$ cat src/rtl/mul_pipe_arb.sv
// Two-requester round-robin front end for a shared fixed-latency multiplier, with a credit-guarded result FIFO.
// Define MUL_PIPE_ARB_FIXED_PRIO_EN to make requester 0 always win instead of round-robin.
module mul_pipe_arb #(
  parameter int EXPO_W     = 8,
  parameter int MANT_W     = 23,
  parameter int MUL_LAT    = 3,
  parameter int FIFO_DEPTH = 4,
  localparam int W         = 1 + EXPO_W + MANT_W
) (
  input  logic         clk,
  input  logic         rst,
  input  logic [1:0]   req_vld,
  output logic [1:0]   req_rdy,
  input  logic [W-1:0] req0_a,
  input  logic [W-1:0] req0_b,
  input  logic [W-1:0] req1_a,
  input  logic [W-1:0] req1_b,
  output logic         mul_vld,
  output logic [W-1:0] mul_a,
  output logic [W-1:0] mul_b,
  input  logic [W-1:0] mul_res,
  output logic         rsp_vld,
  input  logic         rsp_rdy,
  output logic [W-1:0] rsp_res,
  output logic         rsp_id,
  output logic         busy
);

  localparam int CW = $clog2(FIFO_DEPTH + 1);
  localparam int PW = (FIFO_DEPTH > 1) ? $clog2(FIFO_DEPTH) : 1;

  // Handshakes: a transfer happens on a rising clk edge where vld & rdy are both high;
  // req_rdy is offered only to the arbitration winner, rsp_res/rsp_id hold while rsp_vld & ~rsp_rdy.
  logic [CW-1:0] credit_q;
  logic          gnt_id;
  logic          req_hs;
  logic          rsp_hs;
  logic          iss_id_q;
  logic [MUL_LAT-1:0] pipe_vld_q;
  logic [MUL_LAT-1:0] pipe_id_q;
  logic          cap_vld;
  logic          cap_id;

  logic [W-1:0]  fifo_res [FIFO_DEPTH];
  logic          fifo_id  [FIFO_DEPTH];
  logic [PW-1:0] wr_ptr_q;
  logic [PW-1:0] rd_ptr_q;
  logic [CW-1:0] count_q;

`ifdef MUL_PIPE_ARB_FIXED_PRIO_EN
  always_comb begin
    gnt_id = ~req_vld[0] & req_vld[1];
  end
`else
  logic prio_q;

  always_comb begin
    case (req_vld)
      2'b01:   gnt_id = 1'b0;
      2'b10:   gnt_id = 1'b1;
      default: gnt_id = prio_q;
    endcase
  end

  // After serving requester i, the other one gets priority.
  always_ff @(posedge clk) begin
    if (rst) begin
      prio_q <= 1'b0;
    end else if (req_hs) begin
      prio_q <= ~gnt_id;
    end
  end
`endif

  always_comb begin
    req_rdy[0] = ~rst & (credit_q != '0) & ~gnt_id;
    req_rdy[1] = ~rst & (credit_q != '0) & gnt_id;
    req_hs     = |(req_vld & req_rdy);
    rsp_vld    = (count_q != '0);
    rsp_hs     = rsp_vld & rsp_rdy;
    rsp_res    = rsp_vld ? fifo_res[rd_ptr_q] : '0;
    rsp_id     = rsp_vld ? fifo_id[rd_ptr_q]  : 1'b0;
    busy       = (credit_q != CW'(FIFO_DEPTH));
    cap_vld    = pipe_vld_q[MUL_LAT-1];
    cap_id     = pipe_id_q[MUL_LAT-1];
  end

  always_ff @(posedge clk) begin
    if (rst) begin
      mul_vld  <= 1'b0;
      mul_a    <= '0;
      mul_b    <= '0;
      iss_id_q <= 1'b0;
    end else begin
      mul_vld <= req_hs;
      if (req_hs) begin
        mul_a    <= gnt_id ? req1_a : req0_a;
        mul_b    <= gnt_id ? req1_b : req0_b;
        iss_id_q <= gnt_id;
      end
    end
  end

  // Shadow of the multiplier pipeline: its last stage lines up with mul_res.
  always_ff @(posedge clk) begin
    if (rst) begin
      pipe_vld_q <= '0;
      pipe_id_q  <= '0;
    end else begin
      pipe_vld_q[0] <= mul_vld;
      pipe_id_q[0]  <= iss_id_q;
      for (int k = 1; k < MUL_LAT; k++) begin
        pipe_vld_q[k] <= pipe_vld_q[k-1];
        pipe_id_q[k]  <= pipe_id_q[k-1];
      end
    end
  end

  // Credits cover everything between accept and response, so a capture always finds room.
  always_ff @(posedge clk) begin
    if (cap_vld) begin
      fifo_res[wr_ptr_q] <= mul_res;
      fifo_id[wr_ptr_q]  <= cap_id;
    end
  end

  always_ff @(posedge clk) begin
    if (rst) begin
      wr_ptr_q <= '0;
      rd_ptr_q <= '0;
      count_q  <= '0;
    end else begin
      if (cap_vld) begin
        wr_ptr_q <= (wr_ptr_q == PW'(FIFO_DEPTH - 1)) ? '0 : wr_ptr_q + PW'(1);
      end
      if (rsp_hs) begin
        rd_ptr_q <= (rd_ptr_q == PW'(FIFO_DEPTH - 1)) ? '0 : rd_ptr_q + PW'(1);
      end
      count_q <= count_q + CW'(cap_vld) - CW'(rsp_hs);
    end
  end

  always_ff @(posedge clk) begin
    if (rst) begin
      credit_q <= CW'(FIFO_DEPTH);
    end else begin
      case ({req_hs, rsp_hs})
        2'b10:   credit_q <= credit_q - CW'(1);
        2'b01:   credit_q <= credit_q + CW'(1);
        default: credit_q <= credit_q;
      endcase
    end
  end

endmodule

$ cat config.mk
export PLATFORM = sky130hd
export DESIGN_NAME = mul_pipe_arb
export DESIGN_NICKNAME = d
export VERILOG_FILES = /design/src/rtl/mul_pipe_arb.sv
export SDC_FILE = /design/constraint.sdc
export NUM_CORES = 1
export LEC_CHECK = 0
export ABC_AREA = 0
export CAP_MARGIN = 40
export CORE_UTILIZATION = 60
export DETAILED_ROUTE_END_ITERATION = 7
export DONT_BUFFER_PORTS = 1
export PLACE_DENSITY = 0.83
export SLEW_MARGIN = 10
export SYNTH_ARGS = -nofsm -noshare
export SYNTH_HDL_FRONTEND = slang
export SYNTH_SLANG_ARGS = --single-unit
$ cat constraint.sdc
create_clock -name clk -period 3.9 [get_ports clk]
set_clock_uncertainty 0.15 [all_clocks]
set_input_delay 0.195 -clock clk [delete_from_list [all_inputs] [get_ports clk]]
set_output_delay 0.195 -clock clk [all_outputs]
set_load 0.01 [all_outputs]
==> results of run 1 <==
==> per-layer routing <==
layer | routed length [µm] | vias up | share of wire | global-route usage
li1 | - | 3023 | - | -
met1 | 9530 | 3460 | 0.36 | 0.371
met2 | 13300 | 464 | 0.50 | 0.549
met3 | 2160 | 106 | 0.082 | 0.0728
met4 | 1550 | 0 | 0.058 | 0.170
met5 | 0 | - | 0 | 0
==> cells in the mapped netlist <==
cell type,instances
ha_1,9
a21oi_1,66
xor2_1,2
nor3_1,1
o21ai_0,3
mux2i_1,5
nand2_1,6
buf_6,13
mux2_4,1
clkbuf_1,30
buf_2,11
or3_4,1
edfxtp_1,132
and2_1,37
inv_1,75
or3b_2,1
a31oi_1,1
nor2_1,11
fa_1,2
dfxtp_1,85
a2bb2oi_1,1
nand2_2,1
buf_4,5
buf_1,4
or3_1,66
nor2b_1,8
xnor2_1,2
a211oi_1,24
mux4_2,33
a211oi_2,40
nand3b_1,64
a21o_1,1
==> layout make-up <==
cell class,instances,share of cell area
tap,211,0.0214
antenna,16,0.00325
clock buffer,27,0.0479
inverter,75,0.0228
multi-input combinational,386,0.269
sequential,217,0.459
clock inverter,13,0.00974
timing repair buffer,196,0.166
==> tightest hold or removal path: cells and delay by family <==
| family | cells | cell delay (ns) |
|---|---|---|
| AOI/OAI and AO/OA | 1 | 0.14 |
| and+or+nand+nor | 1 | 0.05 |
| buffers and inverters | 2 | 0.25 |
==> power by group through the flow <==
| stage | Clock, µW | Combinational (µW) | Sequential, µW |
|---|---|---|---|
| 6_report | 2080 | 1710 | 2810 |
| 5_1_grt | 2180 | 1840 | 2830 |
| 4_1_cts | 2080 | 1630 | 2800 |
| 3_5_place_dp | 0 | 1350 | 2850 |
| 3_3_place_gp | 0 | 1280 | 2840 |
| 2_1_floorplan | 0 | 1220 | 2770 |
==> flip-flops by register name, summed over array words and instances (netlist names), named ones only <==
name,count
pipe_vld_q,3
iss_id_q,1
wr_ptr_q,2
credit_q,3
prio_q,1
count_q,3
fifo_res,128
mul_a,32
pipe_id_q,3
mul_b,32
mul_vld,1
rd_ptr_q,2
fifo_id,4
==> per-stage QoR <==
step           setup WS, ns  hold WS (ns)  total power, µW  cells
3_5_place_dp           1.10         0.118             4200    902
6_report              0.227        0.0324             6600   1141
4_1_cts               0.456        0.0217             6510   1124
2_1_floorplan         0.832         0.144             3990    741
5_1_grt               0.123        0.0420             6850   1138
3_3_place_gp           1.23         0.118             4120    897
==> worst paths after layout <==
path              slack [ns]  cells after the start                      end
setup / recovery        0.23                      9   mul_b[16]$_SDFFE_PP0P_
hold / removal          0.03                      4       mul_vld$_SDFF_PP0_
setup reg to reg        0.23                      9   mul_b[16]$_SDFFE_PP0P_
hold reg to reg         0.28                      1  pipe_id_q[1]$_SDFF_PP0_
==> cell families after synthesis <==
logic type                 count (synthesis)
xor gates and xnor gates                   4
buffers and inverters                    138
adders and majority gates                 11
and+or+nand+nor                          196
AOI/OAI and AO/OA                        136
muxes                                     39
DFF                                      217
==> out/metrics.cfg, run 1 <==
[yosys]
syn_avg_cell_area_um2 = 13.0
synth-adder-area-share = 0.0159
synth_seq_cells = 217
yosysTopAreaCell = edfxtp_1
synth_top_family_by_area = simple AND/OR/NAND/NOR gates
synth_nets = 917
netlist_instances = 741
ys_seq_area_frac = 0.588
synth.cell_area_mm2 = 0.00963
yosys_warnings = 0
synth-xor-area-share = 0.00364
synth.area.top_cells = edfxtp_1 (41%), dfxtp_1 (18%), mux4_2 (7.7%), a211oi_2 (5.2%), nand3b_1 (5.0%)
synth_cell_types = 32
synth_mux_area_frac = 0.0840
synth_simple_gate_area_frac = 0.132
synth_top_area_share = 0.412
synth_compound_area_frac = 0.109

[timing]
setup_viol = 0
fmax_mhz = 272
setup_tns_ns = 0
fin_crit_ns = 3.67
rsz0062_at_grt = no
finalHoldViolations = 0
period_share = 0.942
max_slew_margin = 0.524
timing.final.max_slew_violations = 0
max_slew.worst_pin.slew_ns = 0.714

[critical_path]
rr_startpoint = prio_q$_SDFFE_PP0P_
cpPeakStageDelay_ns = 0.63
cp_max_fo = 103
path_buf_inv = 5
critPathLaunchType = flip-flop
end_kind = flip-flop
crit_top_cell = dlygate4sd3_1
cp.required_ns = 4.12
startpoint = prio_q$_SDFFE_PP0P_
critPathTopFamily = buffers and inverters
arrival_ns = 3.90
crit_slowest_cell = dlygate4sd3_1
worstSetupPathType = flip-flop to flip-flop
path_cells = mux2_4, buf_4, buf_16, nand3b_1, dlygate4sd3_1, a21oi_1, dlygate4sd3_1, a211oi_2, dlygate4sd3_1

[floorplan]
die_area_mm2 = 0.0166
num_rows = 45
start_util = 0.624
die_h_um = 129
io-pin-count = 267
coreArea_mm2 = 0.0154
chipWidth_um = 129

[finish]
final_common_cell = dlygate4sd3_1
layout_common_cells = dlygate4sd3_1 (180), edfxtp_1 (132), dfxtp_1 (84)
final_area_mm2 = 0.0123
num-nets-final = 1074
regArea_mm2 = 0.00567
area_growth_pct = 28.1
multi_input_comb_area_mm2 = 0.00332
nFillCells = 763
drive_gt1_frac = 0.144
finish.utilization = 0.800

[global_routing]
grt_max_degree = 104
grt_pass1_wl_mm = 40.0
track_usage = 0.318
first_global_vias = 7396
antenna_found_initial = 13
grt.overflow.total = 0

[detailed_routing]
vias = 7053
drcViolationCount = 0
via_per_inst = 6.18
avgRoutedWirePerCell_um = 23.2
ant_nets = 0
drt_iter0_drc = 569
dr.pass1.iters = 5
wl_mm = 26.5

[clocking]
clkSlewWorstSetupHoldPaths_ns = 0.07
cts.sinks = 217
ctsLongestPathBuffers = 3
insertion_delay_ns = 0.49
cts-root-buf = clkbuf_16
cts_tree = built
numCtsBuffers = 22
htreeDepth = 1
ctsResizeCount = 0
cts_hold_buf = 182
post_cts_buffers = 0

[power_and_ir_drop]
power_frac_comb = 0.259
power_frac_seq = 0.426
leakage_uw = 0.00431
clockPowerShare = 0.315
internal_power_uw = 4590
powerDensity_mw_per_mm2 = 535
switchingPower_uw = 2010
swShare = 0.305
ir_worst_vdd_mv = 0.314

[placement]
gp_routability_congestion = 0.851
place_area_mm2 = 0.00970
hpwl_mm = 13.7
numPortBuffers = 0

[run_status]
status = complete, no violations

[run]
cap_viol_max_count = 0

[min_path]
hold_start = req_vld[0]
hp-class = input port to flip-flop

(Power assumes the default switching activity.)
==> inputs of run 2 (changes only) <==
Clock period 3.9 ns to 4.6 ns, I/O delays scaled along.
==> run 2 against run 1 <==
Effect of this change:
- non-clock buffer count down 42
- setup slack gained 1.4 ns
- cell area down 2.8%
- die area stayed put
- maximum frequency grew 22%
- core utilization decreased by 2.2 points
- worst hold slack worse by 0.031 ns
- global-route usage fell by 0.49 points
- sequential share of layout area up 1.3 points
- clock-buffer cell count is 3 higher
- combinational power decreased by 18%
- power decreased by 14%
- critical path type unchanged
==> out/metrics.cfg, run 2 (synthesized netlist as in run 1, its figures left out) <==
[timing]
finalHoldViolations = 0  ; unchanged
setup_viol = 0  ; unchanged
fin_crit_ns = 3.02  ; -0.650 ns
fmax_mhz = 331  ; +22%
rsz0062_at_grt = no
max_slew.worst_pin.slew_ns = 0.719  ; +0.00423 ns
fin_ws_ns = 1.58  ; +1.35 ns
whs_ns = 0.00103  ; -0.0314 ns
period_share = 0.657  ; -0.285
max_slew_margin = 0.521  ; -0.00282
setup_tns_ns = 0  ; unchanged
timing.final.max_slew_violations = 0  ; unchanged

[detailed_routing]
ant_nets = 0  ; unchanged
via_per_inst = 6.26  ; +1.2%
wl_met3_mm = 2.17  ; +0.32%
avgRoutedWirePerCell_um = 24.1  ; +3.6%
wl_mm = 26.4  ; -0.65%
top_layer = met4
drt_iter0_drc = 571  ; +0.35%
drcViolationCount = 0  ; unchanged
dr.pass1.iters = 5  ; unchanged
wl_met2_mm = 13.4  ; +0.55%
wl_met1_mm = 9.27  ; -2.7%
vias = 6847  ; -2.9%

[floorplan]
die_h_um = 129  ; unchanged
chipWidth_um = 129  ; unchanged
coreArea_mm2 = 0.0154  ; unchanged
die_area_mm2 = 0.0166  ; unchanged
io-pin-count = 267  ; unchanged
start_util = 0.624  ; unchanged
num_rows = 45  ; unchanged

[clocking]
insertion_delay_ns = 0.49  ; about the same
clkSlewWorstSetupHoldPaths_ns = 0.07  ; about the same
htreeDepth = 1  ; unchanged
cts-root-buf = clkbuf_16
cts.sinks = 217  ; unchanged
ctsLongestPathBuffers = 3  ; unchanged
cts_tree = built
numCtsBuffers = 22  ; unchanged

[global_routing]
grt_max_degree = 103  ; -0.96%
grt.overflow.total = 0  ; unchanged
antenna_found_initial = 11  ; -2
first_global_vias = 7162  ; -3.2%
track_usage = 0.313  ; -0.00490
grt_pass1_wl_mm = 39.0  ; -2.5%

[power_and_ir_drop]
clockPowerShare = 0.332  ; +0.017
swShare = 0.297  ; -0.00723
power_frac_comb = 0.248  ; -0.011
ir_worst_vdd_mv = 0.281  ; -10%
internal_power_uw = 3980  ; -13%
power_frac_seq = 0.420  ; -0.006
switchingPower_uw = 1680  ; -16%
powerDensity_mw_per_mm2 = 472  ; -12%
leakage_uw = 0.00411  ; -4.7%

[placement]
numPortBuffers = 0  ; unchanged
place_ws_ns = 1.82  ; +0.720 ns
placed_cells = 901  ; -0.11%
place_area_mm2 = 0.00972  ; +0.23%
gp_routability_congestion = 0.817  ; -4.0%
hpwl_mm = 14.0  ; +1.8%

[finish]
drive_gt1_frac = 0.152  ; +0.00713
nFillCells = 804  ; +5.4%
final_common_cell = dlygate4sd3_1
final_cell_count_no_fill = 1094  ; -4.1%
final_area_mm2 = 0.0120  ; -2.8%
num-nets-final = 1032  ; -3.9%
reg.largest.list = fifo_res: 128 flops, mul_a: 32 flops, mul_b: 32 flops
largest_register = fifo_res
area_growth_pct = 24.6
largest_register_ffs = 128  ; unchanged
layout_common_cells = dlygate4sd3_1 (139), edfxtp_1 (132), dfxtp_1 (84)

[min_path]
whs_path_depth = 3  ; -1
worstHoldEndpoint = mul_b[16]$_SDFFE_PP0P_
hold_start = req1_b[16]
hp-class = input port to flip-flop

[run]
cap_viol_max_count = 0  ; unchanged

[critical_path]
critPathTopFamily = buffers and inverters
path_buf_inv = 4  ; -1
worstSetupPathType = flip-flop to flip-flop
cp.required_ns = 4.82  ; +0.70 ns
crit_slowest_cell = dlygate4sd3_1
critPathLaunchType = flip-flop
cpPeakStageDelay_ns = 0.61  ; -0.02 ns
crit_top_cell = dlygate4sd3_1
rr_startpoint = prio_q$_SDFFE_PP0P_
r2r_end = mul_b[29]$_SDFFE_PP0P_
path_cells = mux2_4, buf_4, buf_16, nand3b_1, dlygate4sd3_1, a21oi_1, dlygate4sd3_1, a211oi_2
cp_max_fo = 102  ; -0.97%
end_kind = flip-flop
r2r_cells = 8  ; -1
cp.depth = 8  ; -1
r2r_setup_slack_ns = 1.58  ; +1.35 ns
arrival_ns = 3.24  ; -0.66 ns

[run_status]
status = complete, no violations

==> run 2: cell types whose count changed in the layout (fill, tap and decap cells not counted), moves of 3 or more <==
cell	previous run	this run
diode_2	16	12
dlygate4sd3_1	180	139
clkbuf_8	0	3
clkinv_2	4	1
==> run 2: how the worst max path moves through the flow <==
stage                          startpoint                        to  slack [ns]
floorplan                      req_vld[0]  credit_q[2]$_SDFFE_PP1P_        1.50
global placement    count_q[1]$_SDFF_PP0_  credit_q[2]$_SDFFE_PP1P_        1.43
detailed placement             req_vld[0]  credit_q[2]$_SDFFE_PP1P_        1.82
CTS                   prio_q$_SDFFE_PP0P_    mul_b[29]$_SDFFE_PP0P_        1.72
global route          prio_q$_SDFFE_PP0P_    mul_b[29]$_SDFFE_PP0P_        1.51
finish                prio_q$_SDFFE_PP0P_    mul_b[29]$_SDFFE_PP0P_        1.58
==> run 2: layout make-up <==
cell class                      count  area, µm²  area share
Antenna cell                       12       30.0     0.00250
Clock buffer                       30        654      0.0546
Sequential cell                   217       5670       0.473
Timing Repair Buffer              154       1660       0.138
Inverter                           75        282      0.0235
Multi-Input combinational cell    386       3320       0.277
Tap cell                          211        264      0.0220
Clock inverter                      9        119     0.00991
==> run 2: tightest hold or removal path, delay by kind of cell <==
| kind | cells | cell delay (ns) |
|---|---|---|
| and+or+nand+nor | 1 | 0.08 |
| AOI/OAI and AO/OA | 2 | 0.28 |
==> run 2: metrics by stage <==
step / utilization / total power (µW)
4_1_cts: 0.774 / 5600
3_5_place_dp: 0.630 / 3580
3_3_place_gp: 0.621 / 3480
5_1_grt: 0.777 / 5870
2_1_floorplan: - / 3380
6_report: 0.777 / 5660
==> run 2: power groups by stage <==
stage	Sequential, µW	Combinational [µW]	Clock, µW
CTS	2370	1340	1890
detailed placement	2410	1170	0
global route	2400	1510	1960
floorplan	2350	1040	0
global placement	2410	1070	0
finish	2380	1400	1880
==> run 2: layer usage <==
layer | global-route usage | vias up
li1 | - | 2939
met1 | 0.343 | 3364
met2 | 0.555 | 433
met3 | 0.0782 | 111
met4 | 0.181 | 0
met5 | 0 | -
==> run 2: what timing repair did <==
| action | 4_1_cts | 5_1_grt |
|---|---|---|
| endpoints found under the setup margin | 0 | 0 |
| hold buffers | 141 | 0 |
| gates resized for setup | 0 | 0 |
| buffers inserted | 0 | 0 |
| hold endpoints to repair | 212 | 0 |
==> inputs of run 3 (changes only) <==
Settings changed: CORE_UTILIZATION 60 to 57, PLACE_DENSITY 0.83 to 0.82.
Clock period 4.6 ns to 2.55 ns, I/O delays scaled along.
==> run 3 against run 2 <==
Effect of this change:
- clock power grew 78%
- non-clock buffer count grew 30
- core utilization shrank 3.3 points
- clock-buffer cell count is the same
- largest cell class unchanged
- cell count grew 3.2%
- routed wire length grew 4.1%
- register-to-register slack lost 1.6 ns
- sequential power grew 78%
- highest routed layer unchanged
- worst hold slack gained 0.11 ns
- via count grew 3.8%
==> out/metrics.cfg, run 3 (synthesized netlist as in run 1, its figures left out) <==
[run_status]
status = complete, no violations

[timing]
max_slew.worst_pin.slew_ns = 0.572  ; -0.147 ns
fin_crit_ns = 2.53  ; -0.492 ns
fmax_mhz = 395  ; +19%
timing.final.max_slew_violations = 0  ; unchanged
setup_viol = 0  ; unchanged
max_slew_margin = 0.619  ; +0.0980
whs_ns = 0.114  ; +0.112 ns
setup_tns_ns = 0  ; unchanged
period_share = 0.993  ; +0.336
finalHoldViolations = 0  ; unchanged

[min_path]
hp-class = input port to flip-flop
hold_start = req_vld[1]

[detailed_routing]
wl_met1_mm = 9.60  ; +3.6%
drcViolationCount = 0  ; unchanged
avgRoutedWirePerCell_um = 24.3  ; +0.90%
drt_iter0_drc = 483  ; -15%
wl_met3_mm = 2.52  ; +16%
top_layer = met4
vias = 7108  ; +3.8%
wl_mm = 27.4  ; +4.1%
wl_met2_mm = 13.7  ; +2.4%
via_per_inst = 6.30  ; +0.59%
ant_nets = 0  ; unchanged
dr.pass1.iters = 5  ; unchanged

[placement]
gp_routability_congestion = 0.812  ; -0.58%
placed_cells = 910  ; +1.0%
numPortBuffers = 0  ; unchanged
hpwl_mm = 13.7  ; -1.7%

[critical_path]
path_cells = mux2_4, buf_16, or3_1, a21oi_1, dlygate4sd3_1, a211oi_1
worstSetupPathType = flip-flop to flip-flop
critPathLaunchType = flip-flop
cp_max_fo = 65  ; -36%
critPathTopFamily = buffers and inverters
crit_slowest_cell = dlygate4sd3_1
arrival_ns = 2.74  ; -0.50 ns
cp.required_ns = 2.76  ; -2.06 ns
path_buf_inv = 2  ; -2
rr_startpoint = prio_q$_SDFFE_PP0P_
end_kind = flip-flop
startpoint = prio_q$_SDFFE_PP0P_
cpPeakStageDelay_ns = 0.63  ; +0.02 ns

[floorplan]
start_util = 0.583  ; -0.0414
coreArea_mm2 = 0.0165  ; +7.1%
num_rows = 47  ; +4.4%
io-pin-count = 267  ; unchanged
chipWidth_um = 132  ; +2.6%
die_h_um = 132  ; +2.6%
die_area_mm2 = 0.0174  ; +5.2%

[power_and_ir_drop]
powerDensity_mw_per_mm2 = 838  ; +77%
ir_worst_vdd_mv = 0.584  ; +110%
leakage_uw = 0.00418  ; +1.8%

[finish]
reg.largest.list = fifo_res: 128 flops, mul_a: 32 flops, mul_b: 32 flops
largest_register_ffs = 128  ; unchanged
layout_common_cells = dlygate4sd3_1 (166), edfxtp_1 (132), dfxtp_1 (84)
num-nets-final = 1061  ; +2.8%
drive_gt1_frac = 0.153  ; +0.00178
largest_register = fifo_res
area_growth_pct = 27.7
final_common_cell = dlygate4sd3_1
final_cell_count_no_fill = 1129  ; +3.2%
finish.utilization = 0.744  ; -0.0332

[global_routing]
first_global_vias = 7149  ; -0.18%
grt_pass1_wl_mm = 40.1  ; +3.0%
antenna_found_initial = 7  ; -4
grt.overflow.total = 0  ; unchanged
track_usage = 0.300  ; -0.0136
grt_max_degree = 131  ; +27%

[clocking]
cts.sinks = 217  ; unchanged
cts-root-buf = clkbuf_16
cts_tree = built
htreeDepth = 1  ; unchanged
clkSlewWorstSetupHoldPaths_ns = 0.07  ; about the same
numCtsBuffers = 21  ; -4.5%
insertion_delay_ns = 0.48  ; about the same
ctsLongestPathBuffers = 3  ; unchanged

[run]
cap_viol_max_count = 0  ; unchanged

## run 3: metrics by stage
stage          setup WS, ns  cell area (µm²)  power (µW)
3_3_place_gp          0.183             9690        6360
3_5_place_dp          0.122             9690        6490
5_1_grt          -0.0000757            12300       10700
6_report             0.0188            12300       10300
4_1_cts              0.0156            12200       10100
2_1_floorplan       -0.0869             9680        6140
## run 3: per-layer routing
metal	global-route usage	up-vias
met5	0	-
met4	0.170	0
met1	0.348	3458
met2	0.514	510
li1	-	2994
met3	0.0669	146
## run 3: report_power, final
part           switching (µW)  leakage [µW]  internal [µW]
clock network            1260      0.000370           2090
registers                 279       0.00189           3960
logic                    1510       0.00192           1200
total                    3060       0.00418           7240
## run 3: final timing paths
kind | to | slack (ns) | depth (start not counted)
worst max register to register | mul_b[5]$_SDFFE_PP0P_ | 0.02 | 6
worst min register to register | pipe_vld_q[2]$_SDFF_PP0_ | 0.30 | 1
worst max-delay path | mul_b[5]$_SDFFE_PP0P_ | 0.02 | 6
worst min-delay path | mul_b[18]$_SDFFE_PP0P_ | 0.11 | 4
## run 3: cell type report
class / instances / area (µm²)
clock inverter: 8 / 141
multi-input combinational: 386 / 3370
sequential: 217 / 5670
tap: 220 / 275
clock buffer: 30 / 614
inverter: 75 / 289
fill: 898 / 4230
timing repair buffer: 184 / 1920
antenna: 9 / 22.5
## run 3: repair_timing
action                                  in CTS  in global routing
setup buffers                                0                  1
endpoints found under the setup margin       0                 31
hold buffers                               169                  1
gates resized for setup                      0                 11
hold endpoints to repair                   212                  4
## run 3: worst register-to-register path, cell delays in order (launching register included)
cell,delay (ns)
dfxtp_1,0.37
mux2_4,0.32
buf_16,0.20
or3_1,0.41
a21oi_1,0.26
dlygate4sd3_1,0.63
a211oi_1,0.07
